[src/rtl/vliw_pkg.sv]
// Shared definitions for the VLIW forwarding/hazard unit: default geometry,
// the per-slot tracker entry type, forwarding select encoding and clog2.
// No logic, no latency, no flow control.
package vliw_pkg;

  localparam int DEF_NUM_SLOTS  = 2;
  localparam int DEF_NUM_SRC    = 2;
  localparam int DEF_REG_AW     = 3;
  localparam int DEF_DEPTH      = 3;
  localparam int DEF_LOAD_READY = 2;

  // Tracker rd field is sized for the widest register file we expect; narrower
  // register addresses are zero-extended on entry so the entry type stays fixed.
  localparam int TRK_RD_W = 8;

  // Forwarding select 0 means "take the register file value".
  localparam int FWD_RF = 0;

  typedef struct packed {
    logic                wr;  // valid instruction that writes rd
    logic                ld;  // valid instruction that is a load
    logic [TRK_RD_W-1:0] rd;
  } trk_entry_t;

  function automatic int clog2(input int value);
    int r;
    r = 0;
    for (int w = value - 1; w > 0; w = w >> 1) r++;
    return r;
  endfunction

endpackage

[src/rtl/vliw_fwd_match.sv]
// Priority match of one source operand against all tracked in-flight writers.
// Purely combinational, zero latency; no flow control.
// Ports: entries (stage Tk slot s at index (k-1)*NUM_SLOTS+s), rs, and the
// winning {hit, sel=k, slot=s, is_load}. Youngest stage wins, then highest slot.
module vliw_fwd_match
  import vliw_pkg::*;
#(
  parameter int NUM_SLOTS = DEF_NUM_SLOTS,
  parameter int DEPTH     = DEF_DEPTH,
  parameter int SEL_W     = 2,
  parameter int SLOT_W    = 1
) (
  input  trk_entry_t [DEPTH*NUM_SLOTS-1:0] entries,
  input  logic [TRK_RD_W-1:0]              rs,
  output logic                             hit,
  output logic [SEL_W-1:0]                 sel,
  output logic [SLOT_W-1:0]                slot,
  output logic                             is_load
);

  // Scan from oldest stage / lowest slot upward so that the last match seen is
  // the youngest stage and, within it, the highest slot (register-file order).
  always_comb begin
    hit     = 1'b0;
    sel     = SEL_W'(FWD_RF);
    slot    = '0;
    is_load = 1'b0;
    for (int k = DEPTH; k >= 1; k--) begin
      for (int s = 0; s < NUM_SLOTS; s++) begin
        if (entries[(k-1)*NUM_SLOTS+s].wr && (entries[(k-1)*NUM_SLOTS+s].rd == rs)) begin
          hit     = 1'b1;
          sel     = SEL_W'(k);
          slot    = SLOT_W'(s);
          is_load = entries[(k-1)*NUM_SLOTS+s].ld;
        end
      end
    end
  end

endmodule

[src/rtl/vliw_hazard_unit.sv]
// Forwarding-select and load-use hazard unit for an N-slot VLIW pipeline.
// Latency: stall/waw_conflict combinational; ex_fwd_sel/ex_fwd_slot one cycle (latched on issue).
// Backpressure: pipe_en=0 freezes all state; stall holds ID and drops a bubble into EX.
// Ports: clk/reset (sync, active-high), pipe_en, flush, ID bundle (id_*), stall,
// waw_conflict, ex_fwd_sel (0=RF, k=result reg of Tk), ex_fwd_slot.
// Optional VLIW_HAZARD_STATS_EN adds saturating stall_count and fwd_count outputs.
module vliw_hazard_unit
  import vliw_pkg::*;
#(
  parameter int NUM_SLOTS  = DEF_NUM_SLOTS,
  parameter int NUM_SRC    = DEF_NUM_SRC,
  parameter int REG_AW     = DEF_REG_AW,
  parameter int DEPTH      = DEF_DEPTH,
  parameter int LOAD_READY = DEF_LOAD_READY,
  parameter int SEL_W      = clog2(DEPTH + 1),
  parameter int SLOT_W     = (clog2(NUM_SLOTS) > 1) ? clog2(NUM_SLOTS) : 1
) (
  input  logic                                  clk,
  input  logic                                  reset,
  input  logic                                  pipe_en,
  input  logic                                  flush,
  input  logic [NUM_SLOTS-1:0]                  id_valid,
  input  logic [NUM_SLOTS-1:0]                  id_reg_write,
  input  logic [NUM_SLOTS-1:0]                  id_is_load,
  input  logic [NUM_SLOTS*REG_AW-1:0]           id_rd,
  input  logic [NUM_SLOTS*NUM_SRC*REG_AW-1:0]   id_rs,
  input  logic [NUM_SLOTS*NUM_SRC-1:0]          id_rs_used,
  output logic                                  stall,
  output logic                                  waw_conflict,
  output logic [NUM_SLOTS*NUM_SRC*SEL_W-1:0]    ex_fwd_sel,
  output logic [NUM_SLOTS*NUM_SRC*SLOT_W-1:0]   ex_fwd_slot
`ifdef VLIW_HAZARD_STATS_EN
  ,
  output logic [31:0]                           stall_count,
  output logic [31:0]                           fwd_count
`endif
);

  localparam int NUM_OPS = NUM_SLOTS * NUM_SRC;
  localparam int NUM_ENT = DEPTH * NUM_SLOTS;

  // Entry (k-1)*NUM_SLOTS+s holds stage Tk, slot s. T1 occupies the low end.
  trk_entry_t [NUM_ENT-1:0]   trk;
  trk_entry_t [NUM_SLOTS-1:0] id_ent;
  trk_entry_t [NUM_SLOTS-1:0] t1_nxt;

  logic [NUM_OPS-1:0]        op_act;
  logic [NUM_OPS-1:0]        op_hit;
  logic [NUM_OPS-1:0]        op_ld;
  logic [NUM_OPS*SEL_W-1:0]  op_sel;
  logic [NUM_OPS*SLOT_W-1:0] op_slot;
  logic [NUM_OPS*SEL_W-1:0]  sel_nxt;
  logic [NUM_OPS*SLOT_W-1:0] slot_nxt;
  logic                      load_use;
  logic                      issue;

  always_comb begin
    for (int s = 0; s < NUM_SLOTS; s++) begin
      id_ent[s].wr = id_valid[s] & id_reg_write[s];
      id_ent[s].ld = id_valid[s] & id_is_load[s];
      id_ent[s].rd = TRK_RD_W'(id_rd[s*REG_AW +: REG_AW]);
    end
  end

  // The ID bundle is never a candidate: matching only looks at the tracker,
  // so slots within one bundle always see pre-bundle values.
  for (genvar op = 0; op < NUM_OPS; op++) begin : g_op
    vliw_fwd_match #(
      .NUM_SLOTS (NUM_SLOTS),
      .DEPTH     (DEPTH),
      .SEL_W     (SEL_W),
      .SLOT_W    (SLOT_W)
    ) u_match (
      .entries (trk),
      .rs      (TRK_RD_W'(id_rs[op*REG_AW +: REG_AW])),
      .hit     (op_hit[op]),
      .sel     (op_sel[op*SEL_W +: SEL_W]),
      .slot    (op_slot[op*SLOT_W +: SLOT_W]),
      .is_load (op_ld[op])
    );
    assign op_act[op] = id_valid[op / NUM_SRC] & id_rs_used[op];
  end

  // A writer in current Tk is picked up from Tk's result register once the
  // reader reaches EX, so the select equals the writer's current stage index.
  // A load is only forwardable from LOAD_READY on; anything younger stalls.
  always_comb begin
    load_use = 1'b0;
    sel_nxt  = '0;
    slot_nxt = '0;
    for (int op = 0; op < NUM_OPS; op++) begin
      if (op_act[op] && op_hit[op]) begin
        sel_nxt[op*SEL_W +: SEL_W]    = op_sel[op*SEL_W +: SEL_W];
        slot_nxt[op*SLOT_W +: SLOT_W] = op_slot[op*SLOT_W +: SLOT_W];
        if (op_ld[op] && (op_sel[op*SEL_W +: SEL_W] < SEL_W'(LOAD_READY)))
          load_use = 1'b1;
      end
    end
  end

  always_comb begin
    waw_conflict = 1'b0;
    for (int a = 0; a < NUM_SLOTS; a++)
      for (int b = a + 1; b < NUM_SLOTS; b++)
        if (id_ent[a].wr && id_ent[b].wr && (id_ent[a].rd == id_ent[b].rd))
          waw_conflict = 1'b1;
  end

  // flush kills the ID bundle, so there is nothing left to stall for.
  assign stall  = load_use & ~flush & ~reset;
  assign issue  = ~load_use & ~flush;
  assign t1_nxt = issue ? id_ent : '0;

  always_ff @(posedge clk) begin
    if (reset) begin
      trk         <= '0;
      ex_fwd_sel  <= '0;
      ex_fwd_slot <= '0;
    end else if (pipe_en) begin
      trk         <= {trk[NUM_ENT-NUM_SLOTS-1:0], t1_nxt};
      ex_fwd_sel  <= issue ? sel_nxt  : '0;
      ex_fwd_slot <= issue ? slot_nxt : '0;
    end
  end

`ifdef VLIW_HAZARD_STATS_EN
  logic [31:0] fwd_inc;
  logic [32:0] fwd_sum;

  always_comb begin
    fwd_inc = '0;
    for (int op = 0; op < NUM_OPS; op++)
      if (sel_nxt[op*SEL_W +: SEL_W] != '0) fwd_inc = fwd_inc + 32'd1;
  end

  assign fwd_sum = {1'b0, fwd_count} + {1'b0, fwd_inc};

  always_ff @(posedge clk) begin
    if (reset) begin
      stall_count <= '0;
      fwd_count   <= '0;
    end else if (pipe_en) begin
      if (stall && (stall_count != '1)) stall_count <= stall_count + 32'd1;
      if (issue) fwd_count <= fwd_sum[32] ? '1 : fwd_sum[31:0];
    end
  end
`endif

endmodule

[config.mk]
export PLATFORM = sky130hd
export DESIGN_NAME = vliw_hazard_unit
export DESIGN_NICKNAME = d
export VERILOG_FILES = /design/src/rtl/vliw_pkg.sv /design/src/rtl/vliw_fwd_match.sv /design/src/rtl/vliw_hazard_unit.sv
export SDC_FILE = /design/constraint.sdc
export NUM_CORES = 1
export LEC_CHECK = 0
export BUFFER_PORTS_ARGS = -buffer_cell sky130_fd_sc_hd__buf_2
export CAP_MARGIN = 15
export CELL_PAD_IN_SITES_DETAIL_PLACEMENT = 1
export CELL_PAD_IN_SITES_GLOBAL_PLACEMENT = 1
export CORE_AREA = 2 2 122 124
export CTS_BUF_LIST = sky130_fd_sc_hd__clkbuf_16
export CTS_CLUSTER_SIZE = 8
export DETAILED_ROUTE_END_ITERATION = 10
export DIE_AREA = 0 0 124 126
export GPL_TIMING_DRIVEN = 0
export PLACE_DENSITY_LB_ADDON = 0.1
export SKIP_LAST_GASP = 1
export SYNTH_ARGS = -nofsm -noshare
export SYNTH_HDL_FRONTEND = slang
export SYNTH_HIERARCHICAL = 1
export SYNTH_SLANG_ARGS = --single-unit
[constraint.sdc]
create_clock -name clk -period 2.9 [get_ports clk]
set_clock_uncertainty 0.2 [all_clocks]
set_input_delay 0.58 -clock clk [delete_from_list [all_inputs] [get_ports clk]]
set_output_delay 0.58 -clock clk [all_outputs]
set_load 0.1 [all_outputs]
==> key figures <==
Worst setup path
  – R2R Path Start: trk[20]
  – Crit Path Max Fanout: 6
  – CP top delay family: simple AND/OR/NAND/NOR gates
  – Largest stage delay, worst path: 570 ps
  – CP arrival: 2620 ps
  – Startpoint Class: register
  – Worst path buffer plus inverter count: 1
  – Highest-delay cell along the critical path: dfxtp_2
  – Worst path cell trace: xnor2_1 > nand4_1 > or3_1 > nand2_1 > nor2_1 > nand3b_1 > and3_4 > a21boi_4 > buf_12
  – Crit. Startpoint: trk[11]
  – CP Class: reg2out
  – CP required: 2120 ps
  – Setup crit end kind: output pin

STA
  – Max frequency: 0.294 GHz
  – Final setup viols: 1
  – Minimum clock period: 3400 ps
  – Worst slew margin: 64.3%
  – Final hold vios: 0
  – Final Max Slew Viols: 0
  – RSZ-0062 raised after global routing: yes
  – Tcrit/Tclk final: 117%
  – Final worst slack: -496 ps
  – Worst-Margin Slew: 536 ps
  – Sum Neg Setup Slack: -496 ps

Layout
  – Final nets: 765
  – Register area: 875 sq um
  – Layout Utilization: 41.2%
  – Layout cell share with drive strength beyond 1: 20.8%
  – Multi-input logic area: 4080 sq um
  – Filler cells: 1799
  – Non-Filler Instances: 918
  – Diodes inserted: 0
  – Area grow syn2layout: 32.2%

Pwr
  – Cell Pwr Density: 295 nW/um^2
  – Static Leakage: 2.65 nW
  – Max VDD drop: 291 uV

Route
  – Drt drc: 0
  – Routed WL: 16100 um
  – First drt pass iteration count: 4
  – Wire per inst: 17.5 um
  – Vias/cell: 4.66
  – Routed via count: 4277
  – Post-DRT Antenna Nets: 0
  – Iter 0 DRT Violations: 243

Clocking
  – Hold_buf cts: 0
  – CTS Buf Count: 5
  – CTS tree: yes
  – Clock buffer depth: 2
  – Clock sink count: 42
  – Root buffer cell: clkbuf_16
  – H-tree depth: 2
  – Clock Latency Late Sink: 280 ps
  – Reg clk slew, reported paths: 70 ps

Run status
  – Outcome: complete, but fails checks
  – Violated checks: negative setup slack

Logic synthesis
  – Syn Inst Count: 548
  – Count of cell types in the netlist: 34
  – Yosys warns: 6
  – Mapped Area: 4460 sq um
  – Main synth FF type: dfxtp_1
  – Syn avg cell area: 8.14 sq um
  – Sequential share of the synthesized area: 18.9%
  – #FFs+latches synth: 42
  – Post-synth EDFFs: 0
  – Synth async-reset ratio: 0%

Min path
  – Hold_sp: ex_fwd_sel[2]
  – Hold Crit Class: reg2reg

GRT
  – Antenna violations before repair: 0
  – GR peak layer: met2
  – M3 GR Usage: 1.90%
  – GR Util All Layers: 21.0%
  – Vias in the first global route: 4394
  – M2 GR Usage: 36.2%
  – First-pass GRT wire length: 24900 um
  – Largest net degree at the start of global routing: 15
  – M1 GR Usage: 28.6%
  – Grt ovf: 0

Placed design
  – Port Buffers: 32
  – Placed Instances: 903
  – Detail Placement HPWL: 12200 um
  – Final Wtd Congestion: 0.835

Die
  – Starting Density: 31.2%
  – Die area: 15600 sq um
  – Die Y: 126 um
  – I/O Pins: 46
  – Area of the core: 14300 sq um
  – FP Rows: 44
  – Die width: 124 um

Flow run
  – Max Cap Viol: 0
## cell usage in the layout (no fill, tap or decap), types with 13 or more instances in the layout
master and count:
conb_1 140, xor2_1 67, nor2_1 42, xnor2_1 118
dfxtp_1 25, nor3_1 13, nand3_1 21, nand4_1 25
mux2i_1 20, nand2_1 36, buf_2 51
## layout make-up
class	instances	share of cell area, %
clock inverter	3	0.743
tap	184	3.90
timing repair buffer	39	3.86
buffer	41	4.69
sequential	42	14.8
clock buffer	5	2.12
inverter	9	0.573
multi-input combinational	595	69.3
## sequential cells by signal, indices dropped and copies added, names as in the netlist
register     flops
ex_fwd_sel       8
ex_fwd_slot      4
trk             30
## cell families after synthesis
group	after synthesis	share of synthesized area, %
xor gates and xnor gates	195	38.3
muxes	20	4.49
AOI/OAI and AO/OA	48	8.78
buffers and inverters	50	6.28
and+or+nand+nor	192	23.2
DFF	42	18.9
other	1	0.0841
## worst reg2reg max path, delay by kind of cell (launching register included)
kind / cells / cell delay, ps
XOR/XNOR: 1 / 150
flip-flops: 1 / 470
AO/OA/AOI/OAI: 5 / 990
AND/OR/NAND/NOR: 3 / 760
buffers and inverters: 2 / 230
## routing by layer
layer / up-vias / share of wire (%)
met5: - / 0
li1: 2113 / -
met2: 73 / 50
met1: 2081 / 46
met4: 0 / 1.1
met3: 10 / 3.5
## timing repair
action | 4_1_cts | 5_1_grt
setup buffers | 5 | 2
endpoints found under the setup margin | 23 | 21
pin swaps | 28 | 16
gates resized for setup | 41 | 18
endpoints found under the hold margin | 0 | 0
## synthesized netlist by cell type, types with 5 or more instances
library cell	number	share of area, %
nand3_1	21	2.4
buf_2	26	2.9
nor2_1	42	3.5
a21oi_1	8	0.90
mux2i_1	20	4.5
buf_6	6	1.5
a32o_2	10	2.5
dfxtp_1	42	19
xnor2_1	124	24
nor3_1	20	2.2
xor2_1	71	14
and3_1	12	1.7
nor4_2	8	2.2
a22o_1	6	1.2
nand2_1	36	3.0
o311ai_1	5	0.98
or3_1	8	1.1
a32o_1	6	1.3
inv_1	9	0.76
nand4_1	25	3.5
nor4_1	5	0.70
clkbuf_1	5	0.42
## per-stage QoR
| stage | instance area, sq um | hold slack, ps | worst slack (ps) | total power, mW |
|---|---|---|---|---|
| 3_3_place_gp | 5420 | 254 | -876 | 1.05 |
| 6_report | 5900 | 281 | -496 | 1.74 |
| 4_1_cts | 5760 | 283 | -468 | 1.70 |
| 3_5_place_dp | 5420 | 265 | -867 | 1.05 |
| 5_1_grt | 5900 | 296 | -603 | 1.82 |
| 2_1_floorplan | 5030 | 294 | -488 | 0.981 |
## where the power goes
group | internal [mW] | total, mW | switching (mW)
Combinational | 0.219 | 0.481 | 0.262
Sequential | 0.582 | 0.615 | 0.0327
Clock | 0.408 | 0.643 | 0.235
## path summary, 6_finish.rpt
kind                   endpoint  slack, ps  cells after the start
setup / recovery          stall       -500                      9
hold / removal    ex_fwd_sel[2]        280                      1
setup reg to reg  ex_fwd_sel[3]         10                     11
hold reg to reg   ex_fwd_sel[2]        280                      1
Note: power is estimated with default switching activity, not from simulation.
